File: src/rtl/pipeline_pkg.sv
// Shared types and constants for the pipeline stall/flush controller.
// The stage_ctrl_t bit order is {pc_en, ifid_en, idex_en, exme_en, mewb_en, ifid_flush, idex_flush, mewb_flush}.
package pipeline_pkg;

  typedef enum logic [1:0] {
    RUN  = 2'd0,
    WAIT = 2'd1,
    HALT = 2'd2
  } ctrl_state_t;

  typedef struct packed {
    logic pc_en;
    logic ifid_en;
    logic idex_en;
    logic exme_en;
    logic mewb_en;
    logic ifid_flush;
    logic idex_flush;
    logic mewb_flush;
  } stage_ctrl_t;

  localparam int unsigned DEFAULT_MEM_TIMEOUT = 255;

  localparam stage_ctrl_t CTRL_NORMAL   = 8'b11111_000;
  localparam stage_ctrl_t CTRL_REDIRECT = 8'b11111_110;
  localparam stage_ctrl_t CTRL_LOAD_USE = 8'b00111_010;
  localparam stage_ctrl_t CTRL_FREEZE   = 8'b00000_001;
  localparam stage_ctrl_t CTRL_HALTED   = 8'b00000_000;

  // The wait counter is at least 8 bits and always wide enough to hold the timeout.
  function automatic int unsigned wait_cnt_width(input int unsigned timeout);
    int unsigned w;
    w = $clog2(timeout + 1);
    return (w > 8) ? w : 8;
  endfunction

endpackage

File: src/rtl/perf_counter.sv
// Wrapping event counter: adds one on every enabled cycle, rolls over modulo 2^CNT_W.
module perf_counter #(
  parameter int unsigned CNT_W = 32
) (
  input  logic             clk,
  input  logic             rst,
  input  logic             en,
  output logic [CNT_W-1:0] count
);

  logic [CNT_W-1:0] count_q;
  logic [CNT_W-1:0] count_d;

  always_comb begin
    count_d = count_q;
    if (en) begin
      count_d = count_q + CNT_W'(1);
    end
  end

  // NOTE: sequential state is written with non-blocking assignments only, so every
  // flop samples the values from before the edge regardless of block ordering.
  always_ff @(posedge clk) begin
    if (rst) begin
      count_q <= '0;
    end else begin
      count_q <= count_d;
    end
  end

  assign count = count_q;

endmodule

File: src/rtl/pipeline_controller.sv
// Stall/flush sequencer for the five-stage pipeline: arbitrates memory freeze, EX redirect
// and load-use stall into per-stage enables/flushes, and halts on request or memory timeout.
module pipeline_controller
  import pipeline_pkg::*;
#(
  parameter int unsigned MEM_TIMEOUT = DEFAULT_MEM_TIMEOUT,
  parameter int unsigned CNT_W       = 32
) (
  input  logic             clk,
  input  logic             rst,
  input  logic             load_use_stall,
  input  logic             redirect_ex,
  input  logic             dmem_req_me,
  input  logic             dmem_ready,
  input  logic             halt_req_me,
  output logic             pc_en,
  output logic             ifid_en,
  output logic             idex_en,
  output logic             exme_en,
  output logic             mewb_en,
  output logic             ifid_flush,
  output logic             idex_flush,
  output logic             mewb_flush,
  output logic             halted,
  output logic             mem_timeout,
  output logic [CNT_W-1:0] stall_cnt,
  output logic [CNT_W-1:0] flush_cnt
);

  localparam int unsigned WAIT_W = wait_cnt_width(MEM_TIMEOUT);

  ctrl_state_t       state_q, state_d;
  logic [WAIT_W-1:0] wait_cnt_q, wait_cnt_d;
  logic              halted_q, halted_d;
  logic              mem_timeout_q, mem_timeout_d;

  logic        active;
  logic        freeze;
  logic        redirect_hit;
  logic        load_use_hit;
  logic        timeout_hit;
  stage_ctrl_t ctrl;

  // Reset and HALT mask every event source; priority is freeze > redirect > load-use.
  assign active       = !rst && (state_q != HALT);
  assign freeze       = active && dmem_req_me && !dmem_ready;
  assign redirect_hit = active && !freeze && redirect_ex;
  assign load_use_hit = active && !freeze && !redirect_ex && load_use_stall;

  // wait_cnt_q holds the number of consecutive frozen cycles already seen, entry cycle included.
  assign timeout_hit  = (32'(wait_cnt_q) + 32'd1) >= MEM_TIMEOUT;

  always_comb begin
    // NOTE: every output of this block gets a default first, so no path leaves a latch.
    ctrl = CTRL_NORMAL;
    if (!rst) begin
      if (state_q == HALT) begin
        ctrl = CTRL_HALTED;
      end else if (freeze) begin
        ctrl = CTRL_FREEZE;
      end else if (redirect_hit) begin
        ctrl = CTRL_REDIRECT;
      end else if (load_use_hit) begin
        ctrl = CTRL_LOAD_USE;
      end
    end
  end

  assign pc_en      = ctrl.pc_en;
  assign ifid_en    = ctrl.ifid_en;
  assign idex_en    = ctrl.idex_en;
  assign exme_en    = ctrl.exme_en;
  assign mewb_en    = ctrl.mewb_en;
  assign ifid_flush = ctrl.ifid_flush;
  assign idex_flush = ctrl.idex_flush;
  assign mewb_flush = ctrl.mewb_flush;

  always_comb begin
    state_d       = state_q;
    wait_cnt_d    = wait_cnt_q;
    halted_d      = halted_q;
    mem_timeout_d = mem_timeout_q;
    unique case (state_q)
      RUN: begin
        wait_cnt_d = '0;
        if (freeze) begin
          if (MEM_TIMEOUT <= 1) begin
            state_d       = HALT;
            halted_d      = 1'b1;
            mem_timeout_d = 1'b1;
          end else begin
            state_d    = WAIT;
            wait_cnt_d = WAIT_W'(1);
          end
        end else if (halt_req_me) begin
          state_d  = HALT;
          halted_d = 1'b1;
        end
      end
      WAIT: begin
        if (freeze) begin
          if (timeout_hit) begin
            state_d       = HALT;
            halted_d      = 1'b1;
            mem_timeout_d = 1'b1;
          end else begin
            wait_cnt_d = wait_cnt_q + WAIT_W'(1);
          end
        end else begin
          wait_cnt_d = '0;
          if (halt_req_me) begin
            state_d  = HALT;
            halted_d = 1'b1;
          end else begin
            state_d = RUN;
          end
        end
      end
      HALT: begin
        state_d = HALT;
      end
      default: begin
        state_d    = RUN;
        wait_cnt_d = '0;
      end
    endcase
  end

  always_ff @(posedge clk) begin
    if (rst) begin
      state_q       <= RUN;
      wait_cnt_q    <= '0;
      halted_q      <= 1'b0;
      mem_timeout_q <= 1'b0;
    end else begin
      state_q       <= state_d;
      wait_cnt_q    <= wait_cnt_d;
      halted_q      <= halted_d;
      mem_timeout_q <= mem_timeout_d;
    end
  end

  assign halted      = halted_q;
  assign mem_timeout = mem_timeout_q;

  perf_counter #(.CNT_W(CNT_W)) u_stall_cnt (
    .clk   (clk),
    .rst   (rst),
    .en    (freeze || load_use_hit),
    .count (stall_cnt)
  );

  perf_counter #(.CNT_W(CNT_W)) u_flush_cnt (
    .clk   (clk),
    .rst   (rst),
    .en    (redirect_hit),
    .count (flush_cnt)
  );

endmodule

File: config.mk
export PLATFORM = sky130hd
export DESIGN_NAME = pipeline_controller
export DESIGN_NICKNAME = d
export VERILOG_FILES = /design/src/rtl/pipeline_pkg.sv /design/src/rtl/perf_counter.sv /design/src/rtl/pipeline_controller.sv
export SDC_FILE = /design/constraint.sdc
export NUM_CORES = 1
export LEC_CHECK = 0
export CAP_MARGIN = 10
export CELL_PAD_IN_SITES_DETAIL_PLACEMENT = 2
export CELL_PAD_IN_SITES_GLOBAL_PLACEMENT = 2
export CORE_MARGIN = 8
export CORE_UTILIZATION = 34
export CTS_BUF_LIST = sky130_fd_sc_hd__clkbuf_4 sky130_fd_sc_hd__clkbuf_8
export DETAILED_ROUTE_END_ITERATION = 8
export GPL_TIMING_DRIVEN = 0
export PLACE_DENSITY = 0.84
export SLEW_MARGIN = 20
export SYNTH_ARGS = -nofsm -noshare
export SYNTH_HDL_FRONTEND = slang
export SYNTH_HIERARCHICAL = 1
export SYNTH_SLANG_ARGS = --single-unit
File: constraint.sdc
create_clock -name clk -period 5.7 [get_ports clk]
set_clock_uncertainty 0.2 [all_clocks]
set_input_delay 0.57 -clock clk [delete_from_list [all_inputs] [get_ports clk]]
set_output_delay 0.57 -clock clk [all_outputs]
set_load 0.05 [all_outputs]
==> out/qor.txt <==
status - finished, final reports clean
delay-heaviest family, CP - simple AND/OR/NAND/NOR gates
Final nets - 578
Setup CP Type - in2reg
CP peak stage delay - 710 ps
Reg2Reg Setup Slack - 2480 ps
Crit Reg-Reg Startpoint - state_q[0]$_SDFFE_PP0P_
syn avg cell area - 8.54 um2
Routed WL - 13,500 um
fmax - 256 MHz
Max H-tree Level - 3
total power - 1160 uW
Pleak - 0.00186 uW
post-synthesis compound-gate area fraction - 0.0951
most frequent cells in the layout - clkdlybuf4s50_1, dfxtp_1, nor2_1
RePlAce Congestion - 0.805
Die Height - 125 um
Pins Over Slew Limit - 0
Seq cells post-synth - 76
Synth Area in XOR/XNOR - 0.0625
worst-case clock buffer depth - 2
EDFF count, synth - 0
Post-Place Cell Area - 5050 um2
Rel. slew slack - 0.619
mux contribution to synthesized area - 0.0696
Worst VDD drop - 0.0870 mV
Clock Pin Slew Worst Setup and Hold Paths - 80 ps
min cycle time layout - 3910 ps
antenna violation net count after detailed routing - 0
initial drt markers - 183
ys flop type - dfxtp_1
post-synthesis async set-or-reset flop share - 0
RSZ-0062 raised after global routing - no
vias per std cell - 5.41
Worst Path Max Fanout - 15
Final setup viols - 0
drt first pass iters - 4
Critical Path Sink - u_flush_cnt/count[26]$_SDFFE_PP0P_
# IOs - 81
total global routing track utilization - 0.177
design area - 5300 um2
Final Cycle Share - 0.686
die area - 15,700 um2
CTS Buf Count - 9
Core Area - 11,900 um2
# hold bufs at CTS - 0
largest family of logic cells by synthesized area - simple AND/OR/NAND/NOR gates
PwrDens - 219 nW/um2
R2R Path End - u_flush_cnt/count[26]$_SDFFE_PP0P_
die width - 125 um
clock latency on the worst-skew pair - 380 ps
max-cap viol count - 0
PortBufs - 80
simple-gate share of the synthesized area - 0.337
Resized cells post-CTS - 0
worst path cell trace - clkdlybuf4s50_1 -> clkbuf_1 -> nand2b_1 -> nor3_1 -> buf_2 -> and4_1 -> buf_2 -> nand4_1 -> nor3_1 -> mux2_1
share of cells above drive strength 1 - 0.124
CTS Root Cell - clkbuf_8
drc violations - 0
largest net degree at the start of global routing - 16
CP arrival - 3980 ps
Setup Total Neg Slack - 0 ps
syn_nets - 487
CP endpoint kind - flop
Cell variety after synth - 61
Synth Instances - 476
drt wl/cell - 18.8 um
Slew @ Worst Pin - 570 ps
TritonCTS clock tree - yes
CP max stage cell - clkdlybuf4s50_1
DP Wirelength - 10,200 um
R2R cell count - 9
# clock sinks - 76
Worst path depth - 10
via count - 3,888
mapped cell area - 4070 um2
CP startpoint kind - primary input
area delta synth->final - 30.3%
antenna cells - 0
worst hold path type - reg2reg
postcts setup bufs - 0
adder-cell share of the synthesized area - 0.0123
most common cell after layout, fill and taps aside - clkdlybuf4s50_1
Syn. warnings - 6
Seq/Total Area, Yosys - 0.374
Setup crit start - rst
initial antenna violation count - 0
initial core utilization - 0.343
vias in the first global route - 4,327
Core Rows - 40
Req. time, crit path - 5770 ps
Final Hold Fails - 0
first-pass GRT wire length - 22,800 um
Crit path buffers/inverters - 4
grt ovf - 0
-- worst min path at each step --
stage	start	to	slack, ps	cells after the start
2_1_floorplan	state_q[0]$_SDFFE_PP0P_	state_q[1]$_SDFFE_PP0P_	300	2
3_3_place_gp	mem_timeout$_SDFFE_PP0P_	mem_timeout$_SDFFE_PP0P_	280	2
3_5_place_dp	mem_timeout$_SDFFE_PP0P_	mem_timeout$_SDFFE_PP0P_	280	2
4_1_cts	mem_timeout$_SDFFE_PP0P_	mem_timeout$_SDFFE_PP0P_	310	2
5_1_grt	mem_timeout$_SDFFE_PP0P_	mem_timeout$_SDFFE_PP0P_	350	2
6_report	mem_timeout$_SDFFE_PP0P_	mem_timeout$_SDFFE_PP0P_	300	2
-- logic make-up (layout without fill, tap and decap cells) --
group,Yosys count,after routing
AND/OR/NAND/NOR,244,244
flip-flops,76,76
AO/OA/AOI/OAI,55,55
buffers and inverters,43,139
XOR/XNOR,29,29
multiplexers,25,25
adder cells (fa/ha/maj),4,4
-- layer usage --
metal | routed length (um) | global-route usage
met1 | 5910 | 0.200
met2 | 6920 | 0.318
met3 | 489 | 0.0382
met4 | 212 | 0.0709
met5 | 0 | 0
-- sequential cells by signal, indices dropped and copies added, names as in the netlist --
| register | flops |
|---|---|
| wait_cnt_q | 8 |
| u_stall_cnt/count | 32 |
| mem_timeout | 1 |
| halted | 1 |
| u_flush_cnt/count | 32 |
| state_q | 2 |
-- per-stage QoR --
stage / hold slack [ps] / std cells / worst slack (ps) / util
finish: 299 / 719 / 1790 / 0.447
global route: 348 / 719 / 1590 / 0.447
CTS: 310 / 719 / 1780 / 0.447
detailed placement: 281 / 703 / 1410 / 0.426
global placement: 279 / 703 / 1460 / 0.426
floorplan: 303 / 476 / 2900 / -
-- tightest hold or removal path, delay by kind of cell, from the launching register on --
| kind | cells | cell delay, ps |
|---|---|---|
| AO/OA/AOI/OAI | 1 | 50 |
| flip-flops | 1 | 350 |
| AND/OR/NAND/NOR | 1 | 70 |
-- synthesized netlist by cell type, types with 7 or more instances --
master | instances | area share
xnor2_1 | 10 | 0.022
inv_1 | 14 | 0.013
nor2_1 | 68 | 0.063
nor3_1 | 24 | 0.030
nand3_1 | 23 | 0.028
or4_1 | 7 | 0.013
xor2_1 | 19 | 0.041
clkbuf_1 | 16 | 0.015
and3_1 | 7 | 0.011
mux2_2 | 18 | 0.050
or3_1 | 8 | 0.012
o21ai_0 | 10 | 0.012
nor2b_1 | 21 | 0.032
dfxtp_1 | 76 | 0.37
a21oi_1 | 15 | 0.018
nand4_1 | 22 | 0.034
nand2_1 | 20 | 0.018
-- cell type report --
| cell class | count | area, um2 |
|---|---|---|
| clock inverters | 6 | 111 |
| well taps | 147 | 184 |
| inverters | 14 | 52.6 |
| multi-input cells | 357 | 2340 |
| flip-flops and latches | 76 | 1520 |
| plain buffers | 29 | 148 |
| clock buffers | 10 | 138 |
| fillers | 1345 | 6560 |
| repair buffers | 80 | 801 |
-- power by group --
| part | switching, uW | internal [uW] |
|---|---|---|
| Combinational | 61.9 | 32.0 |
| Sequential | 6.15 | 534 |
| Clock | 224 | 303 |
No activity file was read; power rests on OpenSTA's default activity.
